==> config.mk <==
export PLATFORM = sky130hd
export DESIGN_NAME = tron_score_tracker_flat
export DESIGN_NICKNAME = d
export VERILOG_FILES = /design/src/rtl/tron_score_pkg.sv /design/src/rtl/tron_score_tracker_if.sv /design/src/rtl/tron_score_tracker_score_counter.sv /design/src/rtl/tron_score_tracker.sv /design/src/flat_wrapper.sv
export SDC_FILE = /design/constraint.sdc
export NUM_CORES = 1
export LEC_CHECK = 0
export CORE_UTILIZATION = 42
export CTS_BUF_LIST = sky130_fd_sc_hd__clkbuf_8
export DETAILED_ROUTE_END_ITERATION = 10
export PLACE_DENSITY = 0.77
export SLEW_MARGIN = 20
export SYNTH_ARGS = -nofsm -noshare
export SYNTH_HDL_FRONTEND = slang
export SYNTH_SLANG_ARGS = --single-unit
==> constraint.sdc <==
create_clock -name clk -period 2.05 [get_ports clk]
set_input_delay 0.3075 -clock clk [delete_from_list [all_inputs] [get_ports clk]]
set_output_delay 0.3075 -clock clk [all_outputs]
set_load 0.02 [all_outputs]
==> src/rtl/tron_score_pkg.sv <==
// Shared definitions for the Tron match score tracker.
//   state_t    : tracker FSM states (IDLE, CHECK, MATCH_END)
//   clog2_min1 : id field width for a player count, never below 1 bit
//   params_ok  : legality of a parameter set (2..8 players, WIN_SCORE
//                representable in SCORE_W+1 bits)
package tron_score_pkg;

    typedef enum logic [1:0] {
        IDLE      = 2'd0,
        CHECK     = 2'd1,
        MATCH_END = 2'd2
    } state_t;

    function automatic int clog2_min1(input int n);
        int r;
        r = $clog2(n);
        return (r < 1) ? 1 : r;
    endfunction

    function automatic bit params_ok(input int num_players, input int score_w,
                                     input int win_score);
        bit ok;
        ok = (num_players >= 2) && (num_players <= 8) && (score_w >= 1);
        if (score_w < 30)
            ok = ok && (win_score >= 0) && (win_score < (1 << (score_w + 1)));
        return ok;
    endfunction

endpackage

==> src/rtl/tron_score_tracker_if.sv <==
// Round result handshake between the game-over detector (master) and the
// score tracker (slave).
//   round_over  : one-cycle result strobe, taken only while round_ready=1
//   round_draw  : with round_over, the round was drawn
//   winner_id   : with round_over, index of the winning player
//   round_ready : tracker can accept a result this cycle
interface tron_score_tracker_if #(
    parameter int ID_W = 1
);
    logic            round_over;
    logic            round_draw;
    logic [ID_W-1:0] winner_id;
    logic            round_ready;

    modport master (
        output round_over,
        output round_draw,
        output winner_id,
        input  round_ready
    );

    modport slave (
        input  round_over,
        input  round_draw,
        input  winner_id,
        output round_ready
    );
endinterface

==> src/rtl/tron_score_tracker_score_counter.sv <==
// Single player score counter.
//   clk, reset_n : clock, asynchronous active-low reset
//   clear        : synchronous clear to zero (wins over inc)
//   inc          : add one point
//   value        : current score
// Overflow wraps modulo 2^SCORE_W by default; with TRON_SCORE_SATURATE_EN
// defined the score holds at its maximum.
module score_counter #(
    parameter int SCORE_W = 8
) (
    input  logic               clk,
    input  logic               reset_n,
    input  logic               clear,
    input  logic               inc,
    output logic [SCORE_W-1:0] value
);

    logic [SCORE_W-1:0] value_reg;

    always_ff @(posedge clk or negedge reset_n) begin
        if (!reset_n) begin
            value_reg <= '0;
        end else if (clear) begin
            value_reg <= '0;
        end else if (inc) begin
`ifdef TRON_SCORE_SATURATE_EN
            if (value_reg != '1)
                value_reg <= value_reg + 1'b1;
`else
            value_reg <= value_reg + 1'b1;
`endif
        end
    end

    assign value = value_reg;

endmodule

==> src/rtl/tron_score_tracker.sv <==
// Match-level score keeper for N-player Tron.
//   clk, reset_n  : clock, asynchronous active-low reset
//   rnd (slave)   : round result handshake (round_over/draw/winner_id/ready)
//   clear_scores  : synchronous match restart from any state
//   match_ack     : acknowledges match end, starts a new match
//   scores        : packed scores, player i at [i*SCORE_W +: SCORE_W]
//   round_count   : rounds accepted this match (wraps)
//   match_over    : a player reached WIN_SCORE; match_winner valid with it
//   bad_id        : sticky, an out-of-range winner_id was accepted
// Optional macro TRON_SCORE_SATURATE_EN: scores and round_count saturate
// instead of wrapping.
module tron_score_tracker
    import tron_score_pkg::*;
#(
    parameter int NUM_PLAYERS = 2,
    parameter int SCORE_W     = 8,
    parameter int WIN_SCORE   = 5,
    parameter int ROUND_W     = 8,
    parameter int ID_W        = clog2_min1(NUM_PLAYERS)
) (
    input  logic                           clk,
    input  logic                           reset_n,
    tron_score_tracker_if.slave            rnd,
    input  logic                           clear_scores,
    input  logic                           match_ack,
    output logic [NUM_PLAYERS*SCORE_W-1:0] scores,
    output logic [ROUND_W-1:0]             round_count,
    output logic                           match_over,
    output logic [ID_W-1:0]                match_winner,
    output logic                           bad_id
);

    if (!params_ok(NUM_PLAYERS, SCORE_W, WIN_SCORE)) begin : g_param_error
        $error("tron_score_tracker: illegal NUM_PLAYERS/SCORE_W/WIN_SCORE");
    end

    localparam logic [ID_W:0]    NP_L  = (ID_W + 1)'(NUM_PLAYERS);
    localparam logic [SCORE_W:0] WIN_L = (SCORE_W + 1)'(WIN_SCORE);

    state_t             state_reg, state_next;
    logic               ready_en_reg;
    logic [ROUND_W-1:0] round_count_reg;
    logic               match_over_reg;
    logic [ID_W-1:0]    match_winner_reg;
    logic               bad_id_reg;
    logic [ID_W-1:0]    last_id_reg;
    logic               last_win_reg;

    logic               accept;
    logic               id_valid;
    logic               score_win;
    logic               match_clear;
    logic               win_hit;
    logic [SCORE_W-1:0] sel_score;
    logic [SCORE_W-1:0] score_arr [NUM_PLAYERS];

    // ready_en_reg keeps round_ready low until the first clock after reset
    assign rnd.round_ready = (state_reg == IDLE) & ~clear_scores & ready_en_reg;
    assign accept          = rnd.round_over & rnd.round_ready;
    assign id_valid        = ({1'b0, rnd.winner_id} < NP_L);
    assign score_win       = accept & ~rnd.round_draw & id_valid;
    assign match_clear     = clear_scores | ((state_reg == MATCH_END) & match_ack);

    genvar gi;
    generate
        for (gi = 0; gi < NUM_PLAYERS; gi++) begin : g_player
            score_counter #(.SCORE_W(SCORE_W)) u_score (
                .clk     (clk),
                .reset_n (reset_n),
                .clear   (match_clear),
                .inc     (score_win & (rnd.winner_id == ID_W'(gi))),
                .value   (score_arr[gi])
            );
            assign scores[gi*SCORE_W +: SCORE_W] = score_arr[gi];
        end
    endgenerate

    // Score of the player credited by the round just accepted
    always_comb begin
        sel_score = '0;
        for (int i = 0; i < NUM_PLAYERS; i++) begin
            if (last_id_reg == ID_W'(i))
                sel_score = score_arr[i];
        end
    end

    assign win_hit = (WIN_SCORE != 0) & last_win_reg & ({1'b0, sel_score} >= WIN_L);

    always_ff @(posedge clk or negedge reset_n) begin
        if (!reset_n)
            state_reg <= IDLE;
        else
            state_reg <= state_next;
    end

    always_comb begin
        state_next = state_reg;
        if (clear_scores) begin
            state_next = IDLE;
        end else begin
            case (state_reg)
                IDLE:      if (accept) state_next = CHECK;
                CHECK:     state_next = win_hit ? MATCH_END : IDLE;
                MATCH_END: if (match_ack) state_next = IDLE;
                default:   state_next = IDLE;
            endcase
        end
    end

    always_ff @(posedge clk or negedge reset_n) begin
        if (!reset_n) begin
            ready_en_reg     <= 1'b0;
            round_count_reg  <= '0;
            match_over_reg   <= 1'b0;
            match_winner_reg <= '0;
            bad_id_reg       <= 1'b0;
            last_id_reg      <= '0;
            last_win_reg     <= 1'b0;
        end else begin
            ready_en_reg <= 1'b1;

            if (match_clear) begin
                round_count_reg  <= '0;
                match_over_reg   <= 1'b0;
                match_winner_reg <= '0;
            end else if (accept) begin
`ifdef TRON_SCORE_SATURATE_EN
                if (round_count_reg != '1)
                    round_count_reg <= round_count_reg + 1'b1;
`else
                round_count_reg <= round_count_reg + 1'b1;
`endif
            end else if ((state_reg == CHECK) && win_hit) begin
                match_over_reg   <= 1'b1;
                match_winner_reg <= last_id_reg;
            end

            if (clear_scores)
                bad_id_reg <= 1'b0;
            else if (accept & ~rnd.round_draw & ~id_valid)
                bad_id_reg <= 1'b1;

            // Draws and invalid ids never credit anyone, so CHECK cannot win
            if (accept) begin
                last_id_reg  <= rnd.winner_id;
                last_win_reg <= ~rnd.round_draw & id_valid;
            end
        end
    end

    assign round_count  = round_count_reg;
    assign match_over   = match_over_reg;
    assign match_winner = match_winner_reg;
    assign bad_id       = bad_id_reg;

endmodule

==> src/flat_wrapper.sv <==
// flat-port wrapper written by rule: the top's interface ports become plain ports
module tron_score_tracker_flat import tron_score_pkg::*;
#(
    parameter int NUM_PLAYERS = 2,
    parameter int SCORE_W     = 8,
    parameter int WIN_SCORE   = 5,
    parameter int ROUND_W     = 8,
    parameter int ID_W        = clog2_min1(NUM_PLAYERS)
)
  (clk, reset_n, clear_scores, match_ack, scores, round_count, match_over, match_winner, bad_id, rnd_round_over, rnd_round_draw, rnd_winner_id, rnd_round_ready);
  tron_score_tracker_if #(.ID_W(ID_W)) rnd_i ();
  input  logic clk;
  input  logic reset_n;
  input  logic clear_scores;
  input  logic match_ack;
  output logic [NUM_PLAYERS*SCORE_W-1:0] scores;
  output logic [ROUND_W-1:0] round_count;
  output logic match_over;
  output logic [ID_W-1:0] match_winner;
  output logic bad_id;
  input wire logic [$bits(rnd_i.round_over)-1:0] rnd_round_over;
  input wire logic [$bits(rnd_i.round_draw)-1:0] rnd_round_draw;
  input wire logic [$bits(rnd_i.winner_id)-1:0] rnd_winner_id;
  output wire logic [$bits(rnd_i.round_ready)-1:0] rnd_round_ready;
  assign rnd_i.round_over = rnd_round_over;
  assign rnd_i.round_draw = rnd_round_draw;
  assign rnd_i.winner_id = rnd_winner_id;
  assign rnd_round_ready = rnd_i.round_ready;
  tron_score_tracker #(.NUM_PLAYERS(NUM_PLAYERS), .SCORE_W(SCORE_W), .WIN_SCORE(WIN_SCORE), .ROUND_W(ROUND_W), .ID_W(ID_W)) u_core (.clk(clk), .reset_n(reset_n), .rnd(rnd_i), .clear_scores(clear_scores), .match_ack(match_ack), .scores(scores), .round_count(round_count), .match_over(match_over), .match_winner(match_winner), .bad_id(bad_id));
endmodule
==> summary.txt <==
GRT
  • Gr usage total: 20.76%
  • First-pass GRT wire length: 6237 µm
  • Number of global-route vias before repair: around 1300
  • Initial antenna violation count: 0
  • Total grt overflow: 0
  • Pin count of the biggest net entering global routing: 32

Clock network
  • CTS H-tree depth: 2
  • Clock Path Buffers: 2
  • Clk sinks: 31
  • Clock slew at reported path FFs: 0.07 ns
  • CTS root buf: clkbuf_8
  • Worst skew pair latency: between 0.2 and 0.3 ns
  • CTS tree: built
  • TritonCTS buffer count: 5
  • CTS Hold Buffers Added: 0

Die
  • Die Area: 3975 µm²
  • Die span in x: about 63 µm
  • Initial core utilization: ~45%
  • Core Footprint: around 3400 µm²
  • # IOs: 35
  • Die Y: 63.05 µm
  • Rows: 21

Worst setup path
  • Maximum fanout along the worst path: 5
  • Crit path DAT: between 2 and 2.5 ns
  • Required time worst endpoint: ~2.3 ns
  • Crit end category: flip-flop
  • Startpoint type of the worst setup path: primary input
  • Classification of the worst setup path: primary input to flip-flop

Placed design
  • Placed cell count: between 200 and 250
  • Gp weighted congestion: between 0.7 and 0.8
  • DP Wirelength: approximately 2600 µm
  • Post-place setup slack: -0.1407 ns
  • Port Buffer Count: 33
  • Placed Area: roughly 2000 µm²

STA
  • Fin Setup TNS: 0 ns
  • Final critical-path required period: between 1.5 and 2 ns
  • # setup viols final: 0
  • Final Max Slew Viols: 0
  • RSZ-0062 raised after global routing: false
  • Final Hold Violating Endpoints: 0
  • Clock skew: 0.007111 ns
  • Final cycle utilization of the critical path: 94.52%
  • Setup WS post-layout: approximately 0.11 ns
  • Max frequency: 0.5161 GHz

Synth
  • Mapped Cells: around 160
  • Syn Std Cell Area: between 1500 and 2000 µm²
  • Synthesized Nets: between 150 and 200
  • Synth warn: 0
  • Sequential area share after synthesis: 49.56%
  • Ys flop type: dfrtp_1
  • Asr flop ratio synth: 100.0%
  • Yosys reg bits: 31
  • Number of synthesized flops with an enable pin: 0
  • Number of distinct library cells after synthesis: 36
  • Syn Area/Cell: between 10 and 15 µm²

Outcome
  • Status: finished clean

Detailed routing
  • 1st-iter DRT viols: 75
  • Wire per inst: approximately 15 µm
  • Post-route ant nets: 0
  • Vias/cell: roughly 5.5
  • Drt first pass iters: 4
  • Total wire length: 3586 µm
  • Vias: approximately 1300
  • Post-route DRC: 0

Power
  • VDD IR max: between 200 and 300 µV
  • Leak: between 0.0009 and 0.001 µW
  • Pwr dens: between 500 and 600 nW/µm²

Layout
  • Commonest non-fill, non-tap cell in the layout: clkdlybuf4s50_1
  • FF/Latch Area: 775.7 µm²
  • Layout cells sized above 1: between 10% and 20%
  • Antenna cell count: 0
  • Layout Cells excl Fill: approximately 250
  • Final instance area: 2083 µm²
  • # fillers: between 200 and 300
  • Max FFs per register: 16
  • Final net count: around 210
  • Synth-to-Final Area Change: 33.09%
  • Most frequent cells in the layout: clkdlybuf4s50_1, dfrtp_1, nor2_1, nand2_1
  • Multi-input gate area: ~740 µm²

Job
  • Max-Cap Viols: 0

Min path
  • Hold WC Path Type: primary input to asynchronous set/reset pin
[where the power goes]
group	internal [µW]	switching (µW)	total, µW
clock network	263	221	484
registers	625	12.0	637
logic	44.3	60.1	104
total	932	293	1230
[layout make-up]
class	instances	area share, %
flip-flops and latches	31	37.24
multi-input cells	114	35.68
repair buffers	43	19.40
clock buffers	6	3.964
well taps	46	2.763
inverters	4	0.7207
clock inverters	1	0.2402
[worst max-delay path, stage by stage]
cell,delay (ns)
clkdlybuf4s50_1,0.46
nor4b_4,0.29
buf_4,0.18
nand4bb_1,0.18
or4_1,0.53
a21oi_1,0.19
[worst paths after layout]
| kind | from | end | slack, ns | cells past startpoint |
|---|---|---|---|---|
| max | clear_scores | u_core.g_player[0].u_score.value[7] | 0.11 | 6 |
| max reg2reg | u_core.state_reg[1] | u_core.g_player[0].u_score.value[7] | 0.20 | 5 |
| min | reset_n | u_core.ready_en_reg | 0.42 | 2 |
| max in group asynchronous | reset_n | u_core.g_player[1].u_score.value[1] | 1.34 | 2 |
| min reg2reg | u_core.last_win_reg | u_core.last_win_reg | 0.49 | 2 |
| min in group clk | u_core.last_win_reg | u_core.last_win_reg | 0.49 | 2 |
[cells in the mapped netlist, types with 2 or more instances]
master | number | area (µm²)
nand2_1 | 11 | 41.29
o21ai_0 | 4 | 20.02
o31ai_1 | 7 | 52.55
and2_1 | 3 | 18.77
dfrtp_1 | 31 | 775.7
and3b_1 | 2 | 17.52
clkbuf_1 | 5 | 18.77
and4_1 | 3 | 26.28
conb_1 | 2 | 7.510
nand4_1 | 7 | 43.79
or4_1 | 6 | 45.04
a21oi_1 | 10 | 50.05
nand3_1 | 6 | 30.03
ha_1 | 3 | 37.54
and3_1 | 2 | 12.51
nor2_1 | 19 | 71.32
inv_1 | 4 | 15.01
xnor2_1 | 3 | 26.28
xor2_1 | 10 | 87.58
mux2i_1 | 2 | 20.02
[routing by layer]
layer  track usage (%)  part of all wire (%)  vias up
met1             25.96                    45      647
li1                  -                     -      642
met2             32.80                    50       43
met3             5.109                   3.8        4
met5                 0                     0        -
met4             11.05                   1.1        0
[repair_timing]
action                                  in CTS  in global routing
gates resized for setup                      1                  0
setup buffers                                0                  0
endpoints found under the setup margin       1                  0
[kinds of logic after synthesis]
group / after synthesis / share of synthesized area, %
AOI/OAI and AO/OA: 24 / 9.273
DFF: 31 / 49.56
muxes: 3 / 1.998
adders and majority gates: 3 / 2.398
xor gates and xnor gates: 13 / 7.274
other: 2 / 0.4798
buffers and inverters: 11 / 2.957
and+or+nand+nor: 69 / 26.06
[through the flow]
step / hold WS [ns] / util, % / total power, µW
2_1_floorplan: 0.01191 / - / 694.2
3_5_place_dp: 0.4801 / 58.02 / 754.8
4_1_cts: 0.4376 / 60.52 / 1237
6_report: 0.4202 / 60.52 / 1225
5_1_grt: 0.4465 / 60.52 / 1281
3_3_place_gp: 0.4716 / 58.02 / 752.6
(Power assumes the default switching activity.)
